===== src/rtl/mul_share_ctrl.sv =====
// mul_share_ctrl: controller and two-way round-robin arbiter that time-shares one
// repeated-addition multiplier datapath between two requesters.
//
// Ports:
//   clk_i, rst_ni          clock, asynchronous active-low reset
//   req{0,1}_i             level requests; sampled only while idle
//   a{0,1}_i, b{0,1}_i     multiplicand / multiplier (add count) per requester
//   gnt{0,1}_o             one-cycle grant pulse; operands are captured on that edge
//   busy_o                 high whenever a job is in flight
//   done_o                 one-cycle result-valid pulse
//   result_o, result_id_o  last completed product and its owner, held until next done
//   dp_data_o              drives the datapath data_in bus
//   ld_a_o, ld_b_o, clr_p_o, ld_p_o, dec_b_o   datapath strobes
//   eqz_i                  datapath B == 0
//   p_in_i                 datapath P register
module mul_share_ctrl #(
  parameter int unsigned W = 16
) (
  input  logic         clk_i,
  input  logic         rst_ni,
  input  logic         req0_i,
  input  logic [W-1:0] a0_i,
  input  logic [W-1:0] b0_i,
  input  logic         req1_i,
  input  logic [W-1:0] a1_i,
  input  logic [W-1:0] b1_i,
  output logic         gnt0_o,
  output logic         gnt1_o,
  output logic         busy_o,
  output logic         done_o,
  output logic [W-1:0] result_o,
  output logic         result_id_o,
  output logic [W-1:0] dp_data_o,
  output logic         ld_a_o,
  output logic         ld_b_o,
  output logic         clr_p_o,
  output logic         ld_p_o,
  output logic         dec_b_o,
  input  logic         eqz_i,
  input  logic [W-1:0] p_in_i
);

  typedef enum logic [2:0] {StIdle, StLoadA, StLoadB, StAccum, StDone} state_e;

  state_e       state_q;
  logic [W-1:0] a_q, b_q, result_q;
  logic         id_q, result_id_q, done_q;
  // Requester favoured when both request: the one not served most recently.
  logic         prio_q;
  logic         gnt0, gnt1;

  always_comb begin
    gnt0 = (state_q == StIdle) && req0_i && (!req1_i || !prio_q);
    gnt1 = (state_q == StIdle) && req1_i && (!req0_i || prio_q);
  end

  always_ff @(posedge clk_i or negedge rst_ni) begin
    if (!rst_ni) begin
      state_q     <= StIdle;
      a_q         <= '0;
      b_q         <= '0;
      id_q        <= 1'b0;
      result_q    <= '0;
      result_id_q <= 1'b0;
      done_q      <= 1'b0;
      prio_q      <= 1'b0;
    end else begin
      done_q <= 1'b0;
      unique case (state_q)
        StIdle: begin
          if (gnt0) begin
            a_q     <= a0_i;
            b_q     <= b0_i;
            id_q    <= 1'b0;
            state_q <= StLoadA;
          end else if (gnt1) begin
            a_q     <= a1_i;
            b_q     <= b1_i;
            id_q    <= 1'b1;
            state_q <= StLoadA;
          end
        end
        StLoadA: state_q <= StLoadB;
        StLoadB: state_q <= StAccum;
        StAccum: begin
          if (eqz_i) begin
            result_q    <= p_in_i;
            result_id_q <= id_q;
            done_q      <= 1'b1;
            prio_q      <= ~id_q;
            state_q     <= StDone;
          end
        end
        StDone:  state_q <= StIdle;
        default: state_q <= StIdle;
      endcase
    end
  end

  // Datapath strobes decode purely from state (plus eqz in ACCUM).
  always_comb begin
    dp_data_o = '0;
    ld_a_o    = 1'b0;
    ld_b_o    = 1'b0;
    clr_p_o   = 1'b0;
    ld_p_o    = 1'b0;
    dec_b_o   = 1'b0;
    unique case (state_q)
      StLoadA: begin
        dp_data_o = a_q;
        ld_a_o    = 1'b1;
      end
      StLoadB: begin
        dp_data_o = b_q;
        ld_b_o    = 1'b1;
        clr_p_o   = 1'b1;
      end
      StAccum: begin
        ld_p_o  = !eqz_i;
        dec_b_o = !eqz_i;
      end
      default: ;
    endcase
  end

  assign gnt0_o      = gnt0;
  assign gnt1_o      = gnt1;
  assign busy_o      = (state_q != StIdle);
  assign done_o      = done_q;
  assign result_o    = result_q;
  assign result_id_o = result_id_q;

endmodule

===== config.mk =====
export PLATFORM = sky130hd
export DESIGN_NAME = mul_share_ctrl
export DESIGN_NICKNAME = d
export VERILOG_FILES = /design/src/rtl/mul_share_ctrl.sv
export SDC_FILE = /design/constraint.sdc
export NUM_CORES = 1
export LEC_CHECK = 0
export CAP_MARGIN = 20
export CORE_UTILIZATION = 45
export DETAILED_ROUTE_END_ITERATION = 6
export GPL_TIMING_DRIVEN = 0
export HOLD_SLACK_MARGIN = 0.03
export MAX_ROUTING_LAYER = met4
export PLACE_DENSITY = 0.86
export SYNTH_ARGS = -nofsm -noshare
export SYNTH_HDL_FRONTEND = slang
export SYNTH_SLANG_ARGS = --single-unit

===== constraint.sdc =====
create_clock -name clk_i -period 3.82 [get_ports clk_i]
set_input_delay 1.146 -clock clk_i [delete_from_list [all_inputs] [get_ports clk_i]]
set_output_delay 1.146 -clock clk_i [all_outputs]
set_load 0.03 [all_outputs]

======== Word-level counts from Yosys, hierarchy flattened ========
Cells that the tools add are included.
cells by class
  $mul .................................... 0
  $lt $le $gt $ge ......................... 0
  reduce and logical (&&, ||, !) cells .... 16
  muxes and demuxes ....................... 16
  equality and inequality tests ........... 5
  add/sub/neg operators ................... 0
  bitwise operators ....................... 1
  div/mod/pow operators ................... 0
  shift operators ......................... 0
operator list
  operator            count
  $mux 16             4
  $pmux 16 s2         1
  $pmux 3 s4          1
  $mux 3              3
  $mux 1              7
  $eq 3x2->1 const B  2
  $reduce_and 2->1    3
  $logic_and 1x1->1   4
  $logic_not 1->1     4
  $eq 3x1->1 const B  1
  $logic_not 3->1     1
  $ne 3x3->1 const B  1
  $reduce_bool 3->1   1
  $logic_or 1x1->1    2
  $ne 2x2->1 const B  1
  $reduce_bool 2->1   1
  $not 1->1           1
word-level totals
  output and inout port bits .............. 42
  flip-flop bits (word level) ............. 55
  RAM bits ................................ 0
  memory bits (read-only) ................. 0
  bits of input ports ..................... 85
  latch bits .............................. 0
  logic and storage cells ................. 46
  memories kept ........................... 0

======== Logic depth before layout (Yosys ltp) ========
  word-level depth ........................ 6
  mapped depth ............................ 6
  depth with buffers taken out ............ 4

======== Least setup slack after synthesis ========
No wires, ideal clock.
  kind .................................... input port to output port
  from .................................... input port req0_i
  to ...................................... output port gnt0_o
  slack ................................... 688 ps
  data required time ...................... 2674 ps
  arrival time ............................ 1986 ps
  buffers on the path ..................... 1
  stages .................................. 3
  cell sequence ........................... a21bo_2 clkbuf_1 nor2_1
on the way
  word-level cells in the longest chain between the ends .. 2
ends and longest elaborated chain
  what                             RTL line  text
  from (decl)                      21        input logic req0_i,
  $logic_and 1x1->1 (2 in series)  53        gnt0 = (state_q == StIdle) && req0_i && (!req1_i || !prio_q);
  to (decl)                        27        output logic gnt0_o,
No other way between the ends.

======== Worst setup path in the final report ========
  from .................................... input port eqz_i
  to ...................................... output port ld_p_o
on the way
  word-level cells in the longest chain between the ends .. 2
ends and longest elaborated chain
  what             RTL line  text
  from (decl)      39        input logic eqz_i,
  $logic_not 1->1  119       ld_p_o = !eqz_i;
  $mux 1           108       unique case (state_q)
  to (decl)        37        output logic ld_p_o,
No other way between the ends.

==> results <==
- The path class of the tightest hold or removal check is flip-flop to flip-flop.
- The net count after synthesis is 389.
- The filler-free cell count of the finished design is approximately 510.
- The synthesized-area fraction occupied by xor and xnor cells is 0.
- The average wire length per cell after detail routing is between 15 and 20 um.
- The unique cell type count in the Yosys netlist is 28.
- For this configuration, the core starts out at a cell density of 0.466.
- The max capacitance violation total is 0.
- The floorplan die height is around 80 um.
- The synthesized design spends more area on one cell type than any other, namely sky130_fd_sc_hd__dfrtp_1.
- The signed area change from the synthesized netlist to the final layout is 53.4%.
- The ratio of cells with drive above 1 in the final layout is 0.100.
- The buffering stage count on the worst path with inverters included is 3.
- The most prevalent standard cell on the critical path is sky130_fd_sc_hd__clkdlybuf4s50_1.
- After detailed routing, the met3 layer carries about 640 um of wire.
- The number of hold buffers added after CTS was 0.
- The number of nets with antenna violations after routing is 0.
- The number of synthesis warnings is 0.
- The number of detailed-routing iterations run before antenna repair is 5.
- By area, the combinational part of the netlist is dominated by compound AO/OA/AOI/OAI gates.
- The gate count of the mapped netlist is approximately 300.
- The final layout contains between 500 and 600 nets.
- Detailed placement ended at an HPWL of between 6000 and 7000 um.
- The proportion of synthesized flip-flops having asynchronous set or reset is 1.00.
- The average instance area after synthesis is ~9.0 um2.
- Global routing finished with a remaining overflow of 0.
- The number of global-route vias before repair came to around 2800.
- The cell area after synthesis is ~2700 um2.
- The clock tree from TritonCTS is built.
- The flow ran to the end, and the final reports show no timing, DRC or antenna violations.
- The die covers ~6400 um2.
- The power density relative to cell area is around 860 nW/um2.
- After synthesis the netlist holds a flip-flop and latch count of 55.
- The final-report hold violation count came to 0.
- The detailed router put a total of ~3400 um of wire on met1.
- The maximum clock skew at final layout is around 0.0048 ns.
- The critical path runs through a total of 4 cells.
- On the critical path, the stage with the largest delay is an instance of sky130_fd_sc_hd__clkdlybuf4s50_1.
- The number of clock sinks is 55.
- The via count normalized by instance count is between 5 and 6.
- The most instantiated library cell after synthesis is sky130_fd_sc_hd__dfrtp_1.
- The worst hold path passes through 2 cells.
- The first routing iteration left roughly 290 violations.
- The critical path is of the input port to primary output type.
- After detailed routing, the number of remaining DRC violations is 0.
- The share of synthesized area in the top cell type comes to 0.501.
- The cell depth of the worst flop-to-flop path is 5.
- The number of placed instances with taps included is around 510.
- The standard-cell row count is 28.
- The number of antenna diodes in the final layout is 0.
- The final number of setup-violating endpoints is 0.
- No sink is reached through more buffers than the 2 on the longest clock path.
- Of the total synthesized cell area, the portion taken by AND, OR, NAND and NOR gates is 0.162.
- In this run the worst path has a maximum fanout of 3.
- Routability-driven placement finished with a final weighted congestion of 0.881.
- The arrival time reported for the critical path endpoint is around 2.6 ns.
- Of the synthesized area, sequential elements account for 0.501.
- The buffers inserted during post-CTS setup optimization is 0.
- For this run, the leading register cell type out of synthesis is sky130_fd_sc_hd__dfrtp_1.
- Walking the worst path, the cells encountered are clkdlybuf4s50_1 -> nor2_1 -> buf_4 -> clkdlybuf4s50_1.
- The endpoint class of the critical path is a primary output.
- The portion of synthesized area spent on multiplexers is 0.
- The synthesized-area fraction occupied by adder cells is 0.
- Among cell families on the critical path, the largest total delay comes from buffers and inverters.
- Entering global routing, the biggest net connects 39 pins.
- By area the synthesized netlist is led by sky130_fd_sc_hd__dfrtp_1 (50%), sky130_fd_sc_hd__a31oi_1 (7.3%), sky130_fd_sc_hd__nand2_1 (7.1%).
- The relative slew slack is 0.493.
- STA puts the critical path data required time at about 2.7 ns.
- The total length of routed met2 wires is roughly 4500 um.
- The all-layer global routing usage is 0.286.
- The number of primary I/O pins is between 100 and 150.
- The count of final max-slew check failures was 0.
- The final layout contains routed wiring with a total length of 8810 um.
- For this design the static power due to leakage is 1.73 nW.
- The number of gates resized after CTS was 1.
- In this design, the stage delay of the slowest critical-path cell is roughly 0.65 ns.
- The number of flops mapped to enable cells by yosys is 0.
- The die width is around 80 um.
- At the pin with the least slew margin, the transition time is between 0.7 and 0.8 ns.
- STA classifies the critical path startpoint as an input port.
- The final cycle utilization of the critical path is 0.982.
- Measured on the finished design, the core utilization comes to 0.715.
- The maximum vdd drop is approximately 0.60 mV.
- By count the netlist is led by sky130_fd_sc_hd__dfrtp_1 (55), sky130_fd_sc_hd__nand2_1 (52), sky130_fd_sc_hd__a21oi_1 (35), sky130_fd_sc_hd__a31oi_1 (32), sky130_fd_sc_hd__nand3_1 (32).
- The number of clock buffers added by TritonCTS is 5.
- Setup repair after global routing left no endpoint under its margin.
- The H-tree generated during clock tree synthesis spans 2 levels.
- The number of antenna violations at the first check in global routing is 0.
- The number of port buffers is roughly 130.
- Signal routing reaches up to met4.
- The later-pin clock latency in the skew report is a little over 0.3 ns.
- The first global-routing pass estimated between 10000 and 15000 um of wire.
- The smallest clock period supported by the final layout is computed as roughly 3.8 ns.
- The post-synthesis compound-gate area fraction is 0.262.
- The clock-pin slew reported for the worst setup and hold paths after clock tree synthesis is about 0.090 ns.
- The number of vias after detailed routing is between 2000 and 3000.
- The cell chosen for the clock root is sky130_fd_sc_hd__clkbuf_8.
- After floorplanning, the core was sized to cover 5890 um2.
- The fmax is 0.267 GHz.
## cells by family (layout without fill, tap and decap cells)
kind of cell    after synthesis  count (layout)
compound gates              119             119
buf+inv                      35             169
flops                        55              55
simple gates                 95              95
## placed cells by master (no fill, tap or decap)
cell type / count
sky130_fd_sc_hd__dfrtp_1: 55
sky130_fd_sc_hd__buf_6: 6
sky130_fd_sc_hd__nor3_4: 1
sky130_fd_sc_hd__nand2_1: 52
sky130_fd_sc_hd__a21bo_2: 1
sky130_fd_sc_hd__dlygate4sd2_1: 1
sky130_fd_sc_hd__and2_0: 1
sky130_fd_sc_hd__buf_2: 12
sky130_fd_sc_hd__a21boi_1: 1
sky130_fd_sc_hd__a31oi_1: 32
sky130_fd_sc_hd__clkbuf_1: 10
sky130_fd_sc_hd__buf_4: 4
sky130_fd_sc_hd__clkbuf_8: 7
sky130_fd_sc_hd__buf_12: 1
sky130_fd_sc_hd__a21oi_1: 35
sky130_fd_sc_hd__a21boi_0: 1
sky130_fd_sc_hd__nor3b_2: 2
sky130_fd_sc_hd__nand3_1: 32
sky130_fd_sc_hd__clkdlybuf4s50_1: 124
sky130_fd_sc_hd__o21ai_1: 1
sky130_fd_sc_hd__nand3b_1: 1
sky130_fd_sc_hd__or3_2: 1
sky130_fd_sc_hd__clkinv_1: 1
sky130_fd_sc_hd__o21ai_0: 31
sky130_fd_sc_hd__or2_0: 1
sky130_fd_sc_hd__a22o_1: 8
sky130_fd_sc_hd__o32ai_1: 1
sky130_fd_sc_hd__nor2_1: 3
sky130_fd_sc_hd__inv_1: 2
sky130_fd_sc_hd__inv_2: 1
sky130_fd_sc_hd__nand4b_1: 1
sky130_fd_sc_hd__a22o_2: 8
## worst reg2reg max path, stage by stage (launching register included)
cell and delay [ns]:
sky130_fd_sc_hd__dfrtp_1 0.48, sky130_fd_sc_hd__nor3_4 0.32, sky130_fd_sc_hd__inv_2 0.13, sky130_fd_sc_hd__clkbuf_1 0.24, sky130_fd_sc_hd__o21ai_0 0.28, sky130_fd_sc_hd__a31oi_1 0.13
## metrics by stage
| stage | hold slack, ns | total power [mW] | setup WS, ns | setup TNS, ns | area (um2) |
|---|---|---|---|---|---|
| 2_1_floorplan | 0.453 | 2.40 | 0.688 | 0 | 2750 |
| 3_3_place_gp | 0.458 | 3.19 | -0.351 | -0.351 | 4100 |
| 3_5_place_dp | 0.464 | 3.25 | -0.385 | -0.385 | 4120 |
| 4_1_cts | 0.487 | 3.60 | 0.0672 | 0 | 4210 |
| 5_1_grt | 0.504 | 3.81 | 0.0201 | 0 | 4210 |
| 6_report | 0.477 | 3.62 | 0.0689 | 0 | 4210 |
## flip-flops by register name, summed over array words and instances, names as in the netlist
| register | flops |
|---|---|
| a_q | 16 |
| b_q | 16 |
| done_o | 1 |
| id_q | 1 |
| prio_q | 1 |
| result_id_o | 1 |
| result_o | 16 |
| state_q | 3 |
## final cells by class
class                           instances  area (um2)
Fill cell                             445        1680
Clock buffer                            8         100
Inverter                                4        15.0
Multi-Input combinational cell        214        1160
Timing Repair Buffer                  127        1270
Tap cell                               75        93.8
Sequential cell                        55        1380
Buffer                                 30         186
## per-layer routing
metal	track usage	vias up
met1	0.350	1431
met5	-	-
li1	-	1361
met3	0.0386	19
met2	0.482	163
met4	0.113	0
## worst paths after layout
kind                        startpoint           to  slack, ns
max                              eqz_i       ld_p_o       0.07
min                        result_o[5]  result_o[5]       0.48
max reg2reg                 state_q[2]      b_q[14]       2.13
min reg2reg                result_o[5]  result_o[5]       0.48
max in group asynchronous       rst_ni       b_q[3]       2.53
min in group asynchronous       rst_ni       a_q[5]       0.76
## report_power, final
part	internal, mW	switching (mW)
Clock	0.166	0.181
Combinational	0.931	1.29
Sequential	0.861	0.188
Total	1.96	1.66
Power figures use the tool's default switching activity.
